**src/rtl/pipe_hazard_ctrl_if.sv**
```systemverilog
// Pipeline hazard control bundle: hazard sources from ID/EX/MEM in, per-latch stall/invalidate strobes out.
// Optional statistics outputs appear only when HAZARD_STATS_EN is defined.
interface pipe_hazard_ctrl_if #(
   parameter int REG_ADDR_WIDTH = 5,
   parameter int STAT_WIDTH     = 16
);
   logic [REG_ADDR_WIDTH-1:0] id_rs;
   logic [REG_ADDR_WIDTH-1:0] id_rt;
   logic                      id_uses_rs;
   logic                      id_uses_rt;
   logic [REG_ADDR_WIDTH-1:0] ex_rd;
   logic                      ex_is_load;
   logic                      ex_branch_taken;
   logic                      mem_req;
   logic                      mem_done;

   logic pc_stall;
   logic stall_ifid, stall_idex, stall_exmem, stall_memwb;
   logic inv_ifid, inv_idex, inv_exmem, inv_memwb;
   logic mem_err;
`ifdef HAZARD_STATS_EN
   logic [STAT_WIDTH-1:0] stat_stall_cycles;
   logic [STAT_WIDTH-1:0] stat_flushes;
`endif

   // master = pipeline datapath side, slave = hazard controller
   modport master (
`ifdef HAZARD_STATS_EN
      input  stat_stall_cycles, stat_flushes,
`endif
      output id_rs, id_rt, id_uses_rs, id_uses_rt, ex_rd, ex_is_load,
      output ex_branch_taken, mem_req, mem_done,
      input  pc_stall, stall_ifid, stall_idex, stall_exmem, stall_memwb,
      input  inv_ifid, inv_idex, inv_exmem, inv_memwb, mem_err
   );

   modport slave (
`ifdef HAZARD_STATS_EN
      output stat_stall_cycles, stat_flushes,
`endif
      input  id_rs, id_rt, id_uses_rs, id_uses_rt, ex_rd, ex_is_load,
      input  ex_branch_taken, mem_req, mem_done,
      output pc_stall, stall_ifid, stall_idex, stall_exmem, stall_memwb,
      output inv_ifid, inv_idex, inv_exmem, inv_memwb, mem_err
   );
endinterface

```
**src/rtl/pipe_hazard_ctrl.sv**
```systemverilog
// Pipeline hazard control: Mealy stall/invalidate strobes (0-cycle latency) for load-use, taken branch, memory wait,
// plus post-reset flush and memory-wait timeout. HAZARD_STATS_EN adds saturating stall/flush counters.
module pipe_hazard_ctrl #(
   parameter int REG_ADDR_WIDTH = 5,
   parameter int FLUSH_CYCLES   = 4,
   parameter int MEM_TIMEOUT    = 64
`ifdef HAZARD_STATS_EN
   ,parameter int STAT_WIDTH    = 16
`endif
) (
   input logic               clk,
   input logic               rst,
   pipe_hazard_ctrl_if.slave hz
);
   localparam logic [1:0] FLUSH    = 2'd0;
   localparam logic [1:0] RUN      = 2'd1;
   localparam logic [1:0] MEM_WAIT = 2'd2;
   localparam int WW = $clog2(MEM_TIMEOUT) + 1;

   logic [1:0]    state, state_nx;
   logic [3:0]    flush_cnt, flush_cnt_nx;
   logic [WW-1:0] wait_cnt, wait_cnt_nx;
   logic          err_q;

   logic [REG_ADDR_WIDTH-1:0] id_rs, id_rt, ex_rd;
   logic flush_all, hold, branch_kill, load_use_stall, timeout;
   logic mem_wait, load_use;

   assign id_rs = hz.id_rs;
   assign id_rt = hz.id_rt;
   assign ex_rd = hz.ex_rd;

   assign mem_wait = hz.mem_req & ~hz.mem_done;
   assign load_use = hz.ex_is_load && (ex_rd != '0) &&
                     ((hz.id_uses_rs && (id_rs == ex_rd)) || (hz.id_uses_rt && (id_rt == ex_rd)));

   always_comb begin
      state_nx       = state;
      flush_cnt_nx   = flush_cnt;
      wait_cnt_nx    = wait_cnt;
      flush_all      = 1'b0;
      hold           = 1'b0;
      branch_kill    = 1'b0;
      load_use_stall = 1'b0;
      timeout        = 1'b0;
      case (state)
         FLUSH: begin
            flush_all = 1'b1;
            if (flush_cnt == 4'(FLUSH_CYCLES - 1)) begin
               state_nx = RUN;
            end else begin
               flush_cnt_nx = flush_cnt + 4'd1;
            end
         end
         RUN: begin
            // wrong-path ID instruction makes the branch outrank load-use
            if (mem_wait) begin
               hold        = 1'b1;
               state_nx    = MEM_WAIT;
               wait_cnt_nx = WW'(1);
            end else if (hz.ex_branch_taken) begin
               branch_kill = 1'b1;
            end else if (load_use) begin
               load_use_stall = 1'b1;
            end
         end
         MEM_WAIT: begin
            if (hz.mem_done) begin
               state_nx = RUN;
            end else if (wait_cnt == WW'(MEM_TIMEOUT - 1)) begin
               timeout  = 1'b1;
               state_nx = RUN;
            end else begin
               hold        = 1'b1;
               wait_cnt_nx = wait_cnt + WW'(1);
            end
         end
         default: state_nx = FLUSH;
      endcase
   end

   always_ff @(posedge clk or posedge rst) begin
      if (rst) begin
         state     <= FLUSH;
         flush_cnt <= '0;
         wait_cnt  <= '0;
         err_q     <= 1'b0;
      end else begin
         state     <= state_nx;
         flush_cnt <= flush_cnt_nx;
         wait_cnt  <= wait_cnt_nx;
         if (timeout) err_q <= 1'b1;
      end
   end

   // Invalidate and stall are disjoint per latch by construction of the cases above
   assign hz.pc_stall    = ~rst & (flush_all | hold | load_use_stall);
   assign hz.stall_ifid  = ~rst & (hold | load_use_stall);
   assign hz.stall_idex  = ~rst & hold;
   assign hz.stall_exmem = ~rst & hold;
   assign hz.stall_memwb = 1'b0;
   assign hz.inv_ifid    = ~rst & (flush_all | branch_kill);
   assign hz.inv_idex    = ~rst & (flush_all | branch_kill | load_use_stall);
   assign hz.inv_exmem   = ~rst & flush_all;
   assign hz.inv_memwb   = ~rst & (flush_all | hold);
   assign hz.mem_err     = ~rst & (err_q | timeout);

`ifdef HAZARD_STATS_EN
   logic [STAT_WIDTH-1:0] stall_cnt, flush_evt_cnt;

   always_ff @(posedge clk or posedge rst) begin
      if (rst) begin
         stall_cnt     <= '0;
         flush_evt_cnt <= '0;
      end else begin
         if ((hold | load_use_stall) && !(&stall_cnt)) stall_cnt <= stall_cnt + 1'b1;
         if (branch_kill && !(&flush_evt_cnt)) flush_evt_cnt <= flush_evt_cnt + 1'b1;
      end
   end

   assign hz.stat_stall_cycles = stall_cnt;
   assign hz.stat_flushes      = flush_evt_cnt;
`endif
endmodule
```
**src/flat_wrapper.sv**
```systemverilog
// flat-port wrapper written by rule: the top's interface ports become plain ports
module pipe_hazard_ctrl_flat 
#(
   parameter int REG_ADDR_WIDTH = 5,
   parameter int FLUSH_CYCLES   = 4,
   parameter int MEM_TIMEOUT    = 64

)
  (clk, rst, hz_id_rs, hz_id_rt, hz_id_uses_rs, hz_id_uses_rt, hz_ex_rd, hz_ex_is_load, hz_ex_branch_taken, hz_mem_req, hz_mem_done, hz_pc_stall, hz_stall_ifid, hz_stall_idex, hz_stall_exmem, hz_stall_memwb, hz_inv_ifid, hz_inv_idex, hz_inv_exmem, hz_inv_memwb, hz_mem_err);
  pipe_hazard_ctrl_if #(.REG_ADDR_WIDTH(REG_ADDR_WIDTH)) hz_i ();
  input logic clk;
  input logic rst;
  input wire logic [$bits(hz_i.id_rs)-1:0] hz_id_rs;
  input wire logic [$bits(hz_i.id_rt)-1:0] hz_id_rt;
  input wire logic [$bits(hz_i.id_uses_rs)-1:0] hz_id_uses_rs;
  input wire logic [$bits(hz_i.id_uses_rt)-1:0] hz_id_uses_rt;
  input wire logic [$bits(hz_i.ex_rd)-1:0] hz_ex_rd;
  input wire logic [$bits(hz_i.ex_is_load)-1:0] hz_ex_is_load;
  input wire logic [$bits(hz_i.ex_branch_taken)-1:0] hz_ex_branch_taken;
  input wire logic [$bits(hz_i.mem_req)-1:0] hz_mem_req;
  input wire logic [$bits(hz_i.mem_done)-1:0] hz_mem_done;
  output wire logic [$bits(hz_i.pc_stall)-1:0] hz_pc_stall;
  output wire logic [$bits(hz_i.stall_ifid)-1:0] hz_stall_ifid;
  output wire logic [$bits(hz_i.stall_idex)-1:0] hz_stall_idex;
  output wire logic [$bits(hz_i.stall_exmem)-1:0] hz_stall_exmem;
  output wire logic [$bits(hz_i.stall_memwb)-1:0] hz_stall_memwb;
  output wire logic [$bits(hz_i.inv_ifid)-1:0] hz_inv_ifid;
  output wire logic [$bits(hz_i.inv_idex)-1:0] hz_inv_idex;
  output wire logic [$bits(hz_i.inv_exmem)-1:0] hz_inv_exmem;
  output wire logic [$bits(hz_i.inv_memwb)-1:0] hz_inv_memwb;
  output wire logic [$bits(hz_i.mem_err)-1:0] hz_mem_err;
  assign hz_i.id_rs = hz_id_rs;
  assign hz_i.id_rt = hz_id_rt;
  assign hz_i.id_uses_rs = hz_id_uses_rs;
  assign hz_i.id_uses_rt = hz_id_uses_rt;
  assign hz_i.ex_rd = hz_ex_rd;
  assign hz_i.ex_is_load = hz_ex_is_load;
  assign hz_i.ex_branch_taken = hz_ex_branch_taken;
  assign hz_i.mem_req = hz_mem_req;
  assign hz_i.mem_done = hz_mem_done;
  assign hz_pc_stall = hz_i.pc_stall;
  assign hz_stall_ifid = hz_i.stall_ifid;
  assign hz_stall_idex = hz_i.stall_idex;
  assign hz_stall_exmem = hz_i.stall_exmem;
  assign hz_stall_memwb = hz_i.stall_memwb;
  assign hz_inv_ifid = hz_i.inv_ifid;
  assign hz_inv_idex = hz_i.inv_idex;
  assign hz_inv_exmem = hz_i.inv_exmem;
  assign hz_inv_memwb = hz_i.inv_memwb;
  assign hz_mem_err = hz_i.mem_err;
  pipe_hazard_ctrl #(.REG_ADDR_WIDTH(REG_ADDR_WIDTH), .FLUSH_CYCLES(FLUSH_CYCLES), .MEM_TIMEOUT(MEM_TIMEOUT)) u_core (.clk(clk), .rst(rst), .hz(hz_i));
endmodule
```
**config.mk**
```make
export PLATFORM = sky130hd
export DESIGN_NAME = pipe_hazard_ctrl_flat
export DESIGN_NICKNAME = d
export VERILOG_FILES = /design/src/rtl/pipe_hazard_ctrl_if.sv /design/src/rtl/pipe_hazard_ctrl.sv /design/src/flat_wrapper.sv
export SDC_FILE = /design/constraint.sdc
export NUM_CORES = 1
export LEC_CHECK = 0
export ABC_CLOCK_PERIOD_IN_PS = 2200
export CORE_MARGIN = 10
export CORE_UTILIZATION = 35
export DETAILED_ROUTE_END_ITERATION = 12
export MAX_ROUTING_LAYER = met4
export PLACE_DENSITY = 0.65
export SLEW_MARGIN = 25
export SYNTH_ARGS = -nofsm -noshare
export SYNTH_HDL_FRONTEND = slang
export SYNTH_SLANG_ARGS = --single-unit
export TNS_END_PERCENT = 10
```
**constraint.sdc**
```tcl
create_clock -name clk -period 2.2 [get_ports clk]
set_input_delay 0.44 -clock clk [delete_from_list [all_inputs] [get_ports clk]]
set_output_delay 0.44 -clock clk [all_outputs]
set_load 0.01 [all_outputs]
```
==> flow_metrics.py, run 1 <==
metrics = {
    "sta": {
        "slew_viol_final": 0,
        "rsz0062_at_grt": "yes",
        "fin_crit_ns": 2.20,
        "setup_slack_ns": -0.000383,
        "finalHoldViolCount": 0,
        "period_share_pct": 100,
        "skew_ns": 0.00294,
        "setup_violations": 1,
        "relSlewSlack_pct": 60.0,
        "setup_tns_ns": -0.000383,
        "worst_pin_slew_ns": 0.596,
        "fin_hold_ws_ns": 0.462,
        "fmax_ghz": 0.454,
    },
    "grt": {
        "grt-ovfl-total": 0,
        "track_usage_pct": 12.1,
        "grt_pass1_vias": 1106,
        "grt_pass1_wl_um": 5200,
        "grt_max_degree": 15,
        "antenna_found_initial": 0,
    },
    "setup_path": {
        "end_kind": "primary output",
        "critPathRequiredTime_ns": 1.76,
        "critPathSlowestCell": "dfrtp_1",
        "worst_ep_arrival_time_ns": 1.76,
        "cp-start-kind": "flop",
        "crit_path_max_incr_delay_ns": 0.40,
        "crit_type": "reg -> out",
        "cp_max_fo": 2,
        "crit_chain": "inv_2 -> ha_4 -> nor3b_4 -> and3_4 -> a311oi_2 -> o21ai_1 -> buf_2",
    },
    "floorplanning": {
        "fp.dieH_um": 75.0,
        "fp-row-count": 19,
        "die_area_um2": 5620,
        "die_w_um": 75.0,
        "core_area_um2": 2830,
        "ios": 33,
        "start_util_pct": 37.4,
    },
    "pwr": {
        "swShare_pct": 37.7,
        "combPwrFrac_pct": 60.4,
        "clkPwrFrac_pct": 14.0,
        "sequentialPowerShare_pct": 25.6,
        "p_int_mw": 0.860,
        "p_sw_mw": 0.521,
        "peakVddDrop_uv": 681,
        "leakage_nw": 0.823,
        "power_density_nw_per_um2": 825,
    },
    "outcome": {
        "status": "finished, violations left",
        "violations": "setup timing",
    },
    "final_layout": {
        "antenna_cells": 0,
        "drive_above_1_share_pct": 34.9,
        "final_area_um2": 1670,
        "finalNonFillerCells": 206,
        "final_common_cell": "buf_4",
        "area_growth_pct": 58.2,
        "final_cell_mix": "buf_4, dfrtp_1, clkdlybuf4s50_1",
        "nets": 205,
    },
    "synth": {
        "synth_cell_types": 43,
        "synth_area_um2": 1060,
        "yosysWarnings": 0,
        "ys_seq_elements": 14,
        "synth_fp_nets": 146,
        "synth_enable_flop_cells": 0,
        "ys.flop_type": "dfrtp_1",
        "syn_inst": 117,
        "post_synth.cell_area_avg_um2": 9.05,
        "yosysSeqAreaShare_pct": 33.1,
        "synthArstFlopShare_pct": 100,
    },
    "route": {
        "drtPass1Iterations": 4,
        "routedWlPerCell_um": 14.7,
        "wirelength_um": 3040,
        "ant_nets": 0,
        "dr_total_vias": 1088,
        "drc": 0,
        "detail_route.iter0.violations": 24,
        "vias_per_cell": 5.28,
    },
    "clocking": {
        "clk_path_buf_depth": 2,
        "root_buffer": "clkbuf_4",
        "clock_sinks": 14,
        "htree_levels": 1,
        "clkLatencyLatePin_ns": 0.29,
        "clk_pin_slew_ns": 0.09,
        "post_cts_buffers": 0,
        "holdBufCountCts": 0,
        "cts_buffers": 3,
        "cts_tree": "done",
    },
    "placed_design": {
        "dp_cells": 202,
        "placed_cell_area_um2": 1580,
        "gp_congestion": 0.910,
        "io_buffers": 31,
        "post-place-ws_ns": -0.572,
        "hpwlAfterDp_um": 2440,
    },
    "hold_path": {
        "hp-class": "reg -> reg",
    },
    "run": {
        "drv_cap": 0,
    },
}
-- critical path: cells and delay by family (launching register included) --
kind,cells,cell delay [ns]
AOI/OAI and AO/OA,2,0.31
adders and majority gates,1,0.20
buffers and inverters,2,0.24
DFF,1,0.40
and+or+nand+nor,2,0.32
-- path summary, 6_finish.rpt --
check	slack (ns)	end	depth (start not counted)	from
setup / recovery	-0.0004	hz_pc_stall	7	u_core.state[1]$_DFFE_PP0P_
hold / removal	0.46	u_core.err_q$_DFFE_PP0P_	1	u_core.err_q$_DFFE_PP0P_
setup reg to reg	0.21	u_core.wait_cnt[5]$_DFFE_PP0P_	7	u_core.state[0]$_DFFE_PP0P_
hold reg to reg	0.46	u_core.err_q$_DFFE_PP0P_	1	u_core.err_q$_DFFE_PP0P_
max in group asynchronous	1.48	u_core.flush_cnt[2]$_DFFE_PP0P_	4	rst
min in group asynchronous	0.55	u_core.err_q$_DFFE_PP0P_	4	rst
-- through the flow --
step | util (%) | total power [mW]
detailed placement | 55.7 | 1.14
CTS | 57.7 | 1.35
global route | 59.2 | 1.51
finish | 59.2 | 1.38
floorplan | - | 0.741
global placement | 55.7 | 1.11
-- power groups by stage --
stage / Sequential, mW / Combinational, mW / Clock, mW
floorplan: 0.357 / 0.384 / 0
global placement: 0.350 / 0.760 / 0
detailed placement: 0.355 / 0.784 / 0
CTS: 0.350 / 0.798 / 0.201
global route: 0.361 / 0.935 / 0.213
finish: 0.354 / 0.834 / 0.193
-- state kept, by name, summed over array words and instances (netlist names) --
| register | flops |
|---|---|
| u_core.err_q | 1 |
| u_core.state | 2 |
| u_core.flush_cnt | 4 |
| u_core.wait_cnt | 7 |
-- what timing repair did --
action	in CTS	in global routing
pin swaps	6	7
gates resized for setup	45	18
endpoints found under the setup margin	9	8
-- synth_stat cells, drive strengths merged (3+ instances only) --
cell / number / area, µm²
nand2: 7 / 26.3
a21oi: 3 / 15.0
xor2: 8 / 70.1
inv: 11 / 41.3
a31oi: 4 / 25.0
nand3: 5 / 25.0
ha: 6 / 75.1
and3: 4 / 31.3
xnor2: 4 / 35.0
o21ai: 9 / 45.0
o31ai: 3 / 22.5
buf: 4 / 33.8
dfrtp: 14 / 350
-- cell families after synthesis --
group           synth area share, %
simple gates                   20.3
compound gates                 18.1
buf+inv                        7.09
flops                          33.1
xor+xnor                       9.93
fa+ha+maj                      7.09
mux                            4.02
other cells                   0.354
-- routing by layer --
layer,vias to the layer above,GRT usage (%),part of all wire (%)
met3,6,3.02,7.8
met5,-,-,0
met1,505,13.6,41
met2,38,20.0,49
met4,0,5.04,1.7
li1,539,-,-
-- area by class of cell --
cell class	count	area, µm²
Fill cell	247	1150
Multi-Input combinational cell	88	731
Timing Repair Buffer	58	477
Sequential cell	14	350
Inverter	11	41.3
Tap cell	31	38.8
Clock buffer	4	36.3
(Power assumes the default switching activity.)
==> inputs of run 2 (changes only) <==
- SETUP_SLACK_MARGIN: not set -> 0.05
==> run 2 against run 1 <==
The flow still finishes with violations (setup timing). Clock power is essentially flat. Design area grew 2.2%. Fmax shrank 0.82%. Critical endpoint unchanged. Highest routed layer unchanged.
==> flow_metrics.py, run 2 (synthesized netlist as in run 1, its figures left out) <==
metrics = {
    "floorplanning": {
        "die_area_um2": 5620,
        "die_w_um": 75.0,
        "core_area_um2": 2830,
        "fp-row-count": 19,
        "ios": 33,
        "start_util_pct": 37.4,
        "fp.dieH_um": 75.0,
    },
    "pwr": {
        "total_power_mw": 1.44,
        "leakage_nw": 0.810,
        "power_density_nw_per_um2": 841,
        "peakVddDrop_uv": 704,
    },
    "route": {
        "ant_nets": 0,
        "drc": 0,
        "dr_total_vias": 1077,
        "wirelength_um": 3110,
        "routedWlPerCell_um": 14.9,
        "vias_per_cell": 5.15,
        "detail_route.iter0.violations": 31,
        "drtPass1Iterations": 4,
    },
    "final_layout": {
        "antenna_cells": 0,
        "seq_area_um2": 350,
        "drive_above_1_share_pct": 37.6,
        "top_register": "u_core.wait_cnt",
        "nets": 208,
        "largest_reg_flops": 7,
        "multi_input_comb_area_um2": 758,
        "fillerInstances": 239,
        "final_common_cell": "buf_4",
        "final_area_um2": 1710,
        "area_growth_pct": 61.7,
        "final_cell_mix": "buf_4, dfrtp_1, clkdlybuf4s50_1, dlygate4sd2_1",
        "top_regs": "u_core.wait_cnt (7), u_core.flush_cnt (4), u_core.state (2)",
    },
    "sta": {
        "fmax_ghz": 0.451,
        "slew_viol_final": 0,
        "relSlewSlack_pct": 58.9,
        "setup_slack_ns": -0.0186,
        "setup_violations": 1,
        "finalHoldViolCount": 0,
        "fin_hold_ws_ns": 0.462,
        "worst_pin_slew_ns": 0.611,
        "setup_tns_ns": -0.0186,
        "skew_ns": 0.00316,
        "fin_crit_ns": 2.22,
        "rsz0062_at_grt": "yes",
        "period_share_pct": 101,
    },
    "placed_design": {
        "io_buffers": 31,
        "post-place-ws_ns": -0.572,
        "gp_congestion": 0.910,
        "hpwlAfterDp_um": 2440,
        "placed_cell_area_um2": 1580,
    },
    "grt": {
        "grt_max_degree": 15,
        "antenna_found_initial": 0,
        "grt-ovfl-total": 0,
        "grt_pass1_vias": 1145,
        "grt_pass1_wl_um": 5260,
        "track_usage_pct": 12.2,
    },
    "clocking": {
        "clk_pin_slew_ns": 0.09,
        "clk_path_buf_depth": 2,
        "cts_tree": "done",
        "htree_levels": 1,
        "cts_buffers": 3,
        "clock_sinks": 14,
        "clkLatencyLatePin_ns": 0.29,
        "root_buffer": "clkbuf_4",
    },
    "hold_path": {
        "hp-class": "reg -> reg",
        "hold_depth": 1,
    },
    "setup_path": {
        "end_kind": "primary output",
        "cp_max_fo": 2,
        "critPathRequiredTime_ns": 1.76,
        "reg2reg_depth": 8,
        "worst_ep_arrival_time_ns": 1.78,
        "cp-start-kind": "flop",
        "crit_type": "reg -> out",
    },
    "outcome": {
        "violations": "setup timing",
        "status": "finished, violations left",
    },
    "run": {
        "drv_cap": 0,
    },
}
[run 2: layout make-up]
cell class	count	share of cell area [%]
Inverter	11	2.56
Multi-Input combinational cell	88	44.3
Timing Repair Buffer	61	28.3
Clock buffer	4	2.12
Tap cell	31	2.27
Sequential cell	14	20.5
[run 2: worst max-delay path, cell delays in order (launching register included)]
cell	delay (ns)
dfrtp_1	0.41
inv_2	0.09
ha_4	0.20
nor3b_4	0.15
and3_4	0.17
a311oi_2	0.21
o21ai_1	0.10
buf_2	0.15
[run 2: worst paths after layout]
check	startpoint	endpoint	slack [ns]
max	u_core.state[1]$_DFFE_PP0P_	hz_pc_stall	-0.02
min	u_core.err_q$_DFFE_PP0P_	u_core.err_q$_DFFE_PP0P_	0.46
max reg2reg	u_core.state[0]$_DFFE_PP0P_	u_core.wait_cnt[5]$_DFFE_PP0P_	0.16
min reg2reg	u_core.err_q$_DFFE_PP0P_	u_core.err_q$_DFFE_PP0P_	0.46
max in group asynchronous	rst	u_core.flush_cnt[2]$_DFFE_PP0P_	1.50
min in group asynchronous	rst	u_core.err_q$_DFFE_PP0P_	0.53
[run 2: timing repair]
item	4_1_cts	5_1_grt
setup buffers	3	0
hold buffers	0	0
setup endpoints to repair	9	9
gates resized for setup	72	2
cloned	0	0
pin swaps	12	3
[run 2: through the flow]
stage | utilization, % | std cells
after detailed placement | 55.7 | 202
after global placement | 55.7 | 202
final | 60.5 | 209
after CTS | 60.8 | 209
after floorplan | - | 117
after global routing | 60.5 | 209
[run 2: report_power, final]
group	leakage (nW)	switching (mW)	internal [mW]	total, mW
registers	0.184	0.0386	0.315	0.354
logic	0.605	0.413	0.479	0.892
clock network	0.0210	0.0924	0.101	0.193
total	0.810	0.544	0.895	1.44
[run 2: metal layers]
metal	track usage, %	up-vias	wire, µm
met4	5.04	0	52
met5	-	-	0
met2	21.0	26	1550
met1	13.1	502	1310
met3	3.02	6	200
li1	-	543	-
